## config.mk

```make
export PLATFORM = sky130hd
export DESIGN_NAME = fft_mult_comp_pipe
export DESIGN_NICKNAME = d
export VERILOG_FILES = /design/src/rtl/fft_mult_comp_pipe.sv
export SDC_FILE = /design/constraint.sdc
export NUM_CORES = 2
export LEC_CHECK = 0
export ABC_AREA = 1
export BUFFER_PORTS_ARGS = -buffer_cell sky130_fd_sc_hd__buf_2
export CORE_MARGIN = 4
export CORE_UTILIZATION = 30
export DETAILED_ROUTE_END_ITERATION = 8
export GPL_ROUTABILITY_DRIVEN = 0
export PLACE_DENSITY_LB_ADDON = 0.1
export SKIP_LAST_GASP = 1
export SLEW_MARGIN = 20
export SYNTH_ARGS = -nofsm -noshare
export SYNTH_HDL_FRONTEND = slang
export SYNTH_SLANG_ARGS = --single-unit
```

## constraint.sdc

```tcl
create_clock -name iCLK -period 10.02 [get_ports iCLK]
set_input_delay 2.004 -clock iCLK [delete_from_list [all_inputs] [get_ports iCLK]]
set_output_delay 2.004 -clock iCLK [all_outputs]
set_load 0.005 [all_outputs]
```

## src/rtl/fft_mult_comp_pipe.sv

```systemverilog
// Pipelined complex multiplier D*W or D*conj(W) for the FFT butterfly, with
// selectable rounding, output saturation, overflow flag and overflow counter.
module fft_mult_comp_pipe #(
   parameter int D_BIT   = 17,
   parameter int W_BIT   = 12,
   parameter int W_SHIFT = 10,
   parameter int LATENCY = 3,
   parameter int ROUND   = 1,
   parameter int CNT_BIT = 16
) (
   input  logic                      iCLK,
   input  logic                      iRESET,
   input  logic                      iVALID,
   input  logic                      iCONJ,
   input  logic signed [D_BIT-1:0]   iRE,
   input  logic signed [D_BIT-1:0]   iIM,
   input  logic signed [W_BIT-1:0]   iW_RE,
   input  logic signed [W_BIT-1:0]   iW_IM,
   input  logic                      iCLR_CNT,
   output logic                      oVALID,
   output logic signed [D_BIT-1:0]   oRE,
   output logic signed [D_BIT-1:0]   oIM,
   output logic                      oOVF,
   output logic [CNT_BIT-1:0]        oOVF_CNT
);

   localparam int PW   = D_BIT + W_BIT;
   localparam int SW   = PW + 1;
   localparam int NDLY = LATENCY - 3;
   localparam int RSH  = (W_SHIFT > 0) ? W_SHIFT - 1 : 0;
   localparam logic signed [SW-1:0] RND =
      (ROUND != 0 && W_SHIFT > 0) ? (SW'(1) << RSH) : SW'(0);

   logic                    v1, v2;
   logic                    conj1, conj2;
   logic signed [D_BIT-1:0] re1, im1;
   logic signed [W_BIT-1:0] wr1, wi1;
   logic signed [PW-1:0]    prr, pii, pir, pri;
   logic signed [SW-1:0]    sre, sim, shre, shim;
   logic [D_BIT:0]          satre, satim;

   logic                    vq  [0:NDLY];
   logic signed [D_BIT-1:0] req [0:NDLY];
   logic signed [D_BIT-1:0] imq [0:NDLY];
   logic                    ovq [0:NDLY];

   // Returns {overflow, value}: the value clamped to the D_BIT signed range.
   function automatic logic [D_BIT:0] saturate(input logic signed [SW-1:0] x);
      logic [SW-D_BIT:0] top;
      top = x[SW-1:D_BIT-1];
      if ((&top) || ~(|top))
         saturate = {1'b0, x[D_BIT-1:0]};
      else if (x[SW-1])
         saturate = {1'b1, 1'b1, {(D_BIT-1){1'b0}}};
      else
         saturate = {1'b1, 1'b0, {(D_BIT-1){1'b1}}};
   endfunction

   always_ff @(posedge iCLK) begin
      if (iRESET) begin
         v1    <= 1'b0;
         conj1 <= 1'b0;
         re1   <= '0;
         im1   <= '0;
         wr1   <= '0;
         wi1   <= '0;
      end else begin
         v1 <= iVALID;
         if (iVALID) begin
            conj1 <= iCONJ;
            re1   <= iRE;
            im1   <= iIM;
            wr1   <= iW_RE;
            wi1   <= iW_IM;
         end
      end
   end

   always_ff @(posedge iCLK) begin
      if (iRESET) begin
         v2    <= 1'b0;
         conj2 <= 1'b0;
         prr   <= '0;
         pii   <= '0;
         pir   <= '0;
         pri   <= '0;
      end else begin
         v2 <= v1;
         if (v1) begin
            conj2 <= conj1;
            prr   <= PW'(re1) * PW'(wr1);
            pii   <= PW'(im1) * PW'(wi1);
            pir   <= PW'(im1) * PW'(wr1);
            pri   <= PW'(re1) * PW'(wi1);
         end
      end
   end

   // Sums are one bit wider than the products so the add/subtract cannot wrap.
   always_comb begin
      sre   = conj2 ? (SW'(prr) + SW'(pii)) : (SW'(prr) - SW'(pii));
      sim   = conj2 ? (SW'(pir) - SW'(pri)) : (SW'(pir) + SW'(pri));
      shre  = (sre + RND) >>> W_SHIFT;
      shim  = (sim + RND) >>> W_SHIFT;
      satre = saturate(shre);
      satim = saturate(shim);
   end

   // Index 0 is the arithmetic result stage; higher indices are pure delay.
   always_ff @(posedge iCLK) begin
      if (iRESET) begin
         for (int k = 0; k <= NDLY; k++) begin
            vq[k]  <= 1'b0;
            req[k] <= '0;
            imq[k] <= '0;
            ovq[k] <= 1'b0;
         end
      end else begin
         vq[0] <= v2;
         if (v2) begin
            req[0] <= satre[D_BIT-1:0];
            imq[0] <= satim[D_BIT-1:0];
            ovq[0] <= satre[D_BIT] | satim[D_BIT];
         end
         for (int k = 1; k <= NDLY; k++) begin
            vq[k] <= vq[k-1];
            if (vq[k-1]) begin
               req[k] <= req[k-1];
               imq[k] <= imq[k-1];
               ovq[k] <= ovq[k-1];
            end
         end
      end
   end

   assign oVALID = vq[NDLY];
   assign oRE    = req[NDLY];
   assign oIM    = imq[NDLY];
   assign oOVF   = ovq[NDLY];

   // Clear beats a same-cycle increment; the count sticks at all-ones.
   always_ff @(posedge iCLK) begin
      if (iRESET)
         oOVF_CNT <= '0;
      else if (iCLR_CNT)
         oOVF_CNT <= '0;
      else if (oVALID && oOVF && !(&oOVF_CNT))
         oOVF_CNT <= oOVF_CNT + 1'b1;
   end

endmodule

```

==> results.yml <==
final_layout:
  drive_gt1_share_pct: 4.833
  fin_nets: 7344
  final_cells: 8251
  area_growth_pct: 8.655
  final_common_cell: "inv_1"
  stdcell_area_um2: 48900
  layout_common_cells: "inv_1, nand2_1, fa_1, nor2_1, ha_1"
  n_antenna_cell: 0
  final_core_util_pct: 32.96
  fillers: 16210
synthesis:
  ys_ff_latch: 230
  syn_nets: 7379
  yosys.area.top_type: "fa_1"
  yosysTopAreaCellShare_pct: 33.45
  async_reset_ff_share_pct: 0
  synth_area_leaders: "fa_1, inv_1, nand2_1"
  ys_seq_area_share_pct: 11.01
  ys.flop_type: "dfxtp_1"
  syn_avg_cell_area_um2: 7.195
  synth_warnings: 0
  syn-cell-area_um2: 45000
  synth.distinct_cells: 46
  syn_inst: 6255
  synth_edf_count: 35
clocking:
  cts_tree: "yes"
  hold_buffers: 0
  cts_resized: 0
  clk_pin_slew_ns: 0.06
  insertion_delay_ns: 0.60
  cts_buffers: 38
  max-clock-path-buffers: 3
  numClockSinks: 230
  cts_setup_buffers: 0
  cts-root-buf: "clkbuf_16"
  h-tree-depth: 2
die:
  start_util_pct: 30.33
  die_h_um: 395.3
  row_count: 141
  fp.coreArea_um2: 148400
  dieArea_um2: 156300
  io-pin-count: 115
  dieWidth_um: 395.3
setup_path:
  crit_slowest_cell: "dfxtp_1"
  cpPeakStageDelay_ns: 1.04
  end_kind: "flip-flop"
  start_kind: "flip-flop"
  path_class: "flip-flop to flip-flop"
  required_ns: 10.51
  cpMostUsedCell: "inv_1"
  worstPathArrival_ns: 7.12
  cp_max_fo: 20
timing:
  fmax_ghz: 0.1508
  hold_ws_ns: 0.4732
  tightest_slew_ns: 1.102
  hold_violations: 0
  setup-tns-final_ns: 0
  skew_ns: 0.03811
  fin_crit_ns: 6.630
  rsz0062_at_grt: "no"
  fin_crit_sh_pct: 66.17
  finalSetupViolations: 0
  drv_slew: 0
  max_slew_margin_pct: 26.46
global_route:
  track_usage_pct: 19.06
  grt_pass1_wl_um: 233000
  grt-ovfl-total: 0
  grt_max_degree: 71
  grt_pass1_vias: 39450
  antenna_found_initial: 4
detailed_routing:
  vias: 37370
  wl_um: 146600
  first_pass_iters: 5
  via_per_inst: 4.529
  drc: 0
  drt_iter0_drc: 2080
  wl_per_cell_um: 17.76
  ant_nets: 0
min_path:
  worst_hold_path_type: "flip-flop to flip-flop"
power_and_ir_drop:
  peakVddDrop_v: 0.0001227
  power.density_nw_per_um2: 148.4
  p_leak_nw: 27.25
placed_design:
  place_area_um2: 47600
  placed_cells: 8182
  port_buffers: 114
  dpl.hpwl_um: 118600
outcome:
  status: "finished clean"
job:
  cap_violations: 0
cells in the mapped netlist, types with 5 or more instances:
master / n
xnor2_1: 52
inv_1: 1618
or2_2: 10
o21a_1: 10
nor4_1: 16
a21o_1: 13
a31oi_1: 10
nand4_1: 36
nand3b_1: 9
fa_1: 752
dfxtp_1: 195
nor2_1: 460
o21bai_1: 7
o211ai_1: 16
nand2_2: 13
nor3_1: 34
a21oi_1: 259
o21ai_0: 226
nor2_2: 12
buf_1: 5
xor2_1: 134
edfxtp_1: 35
o221ai_1: 11
ha_1: 309
nand3_1: 192
clkbuf_1: 245
nand2_1: 1537
per-stage QoR:
step / power (mW) / setup WS, ns
global route: 8.032 / 2.896
floorplan: 4.414 / 4.661
global placement: 5.884 / 3.365
CTS: 7.354 / 3.440
finish: 7.257 / 3.390
detailed placement: 5.882 / 3.472
cell type report:
type	instances	area (um^2)	area share, %
tap	2002	2505	5.123
timing repair buffer	181	1074	2.195
multi-input combinational	4145	32960	67.40
clock buffer	48	1060	2.167
inverter	1624	6100	12.47
clock inverter	21	235.2	0.4810
sequential	230	4967	10.16
sequential cells by signal (all words and copies together) (netlist names), 12 cells and up:
signal	count
im1	17
imq	17
oOVF_CNT	16
pii	29
pir	29
pri	29
prr	29
re1	17
req	17
wi1	12
wr1	12
critical path: cells and delay by family (launching register included):
family          cells  cell delay, ns
fa+ha+maj           6            2.74
flops               1            1.04
compound gates      4            0.90
buf+inv             8            0.89
simple gates       10            0.92
kinds of logic (layout without fill, tap and decap cells):
group | count (synthesis) | count (layout) | share of synthesized area, %
AO/OA/AOI/OAI | 562 | 562 | 6.692
flip-flops | 230 | 230 | 11.01
AND/OR/NAND/NOR | 2336 | 2336 | 20.88
buffers and inverters | 1880 | 1874 | 15.76
adder cells (fa/ha/maj) | 1061 | 1061 | 42.04
XOR/XNOR | 186 | 186 | 3.620
path summary, 6_finish.rpt:
| path | start | to | slack [ns] | cells after the start |
|---|---|---|---|---|
| worst max-delay path | wi1[3] | pri[26] | 3.39 | 28 |
| worst min-delay path | pir[0] | pir[0] | 0.47 | 2 |
| worst max register to register | wi1[3] | pri[26] | 3.39 | 28 |
| worst min register to register | pir[0] | pir[0] | 0.47 | 2 |
metal layers:
| layer | wire length (um) | vias to the layer above | global-route usage (%) | part of all wire [%] |
|---|---|---|---|---|
| li1 | - | 18270 | - | - |
| met1 | 70320 | 18410 | 26.78 | 48 |
| met2 | 68720 | 604 | 32.33 | 47 |
| met3 | 5000 | 86 | 1.606 | 3.4 |
| met4 | 2520 | 2 | 3.402 | 1.7 |
| met5 | 13 | - | 0 | 0.0089 |
report_power, final:
group          switching, mW  total, mW  internal [mW]  leakage, nW
Sequential             0.139       1.16           1.02         1.98
Combinational           3.14       4.69           1.55         24.6
Clock                  0.550       1.40          0.855        0.627
Total                   3.83       7.26           3.43         27.2
No activity file was read; power rests on OpenSTA's default activity.
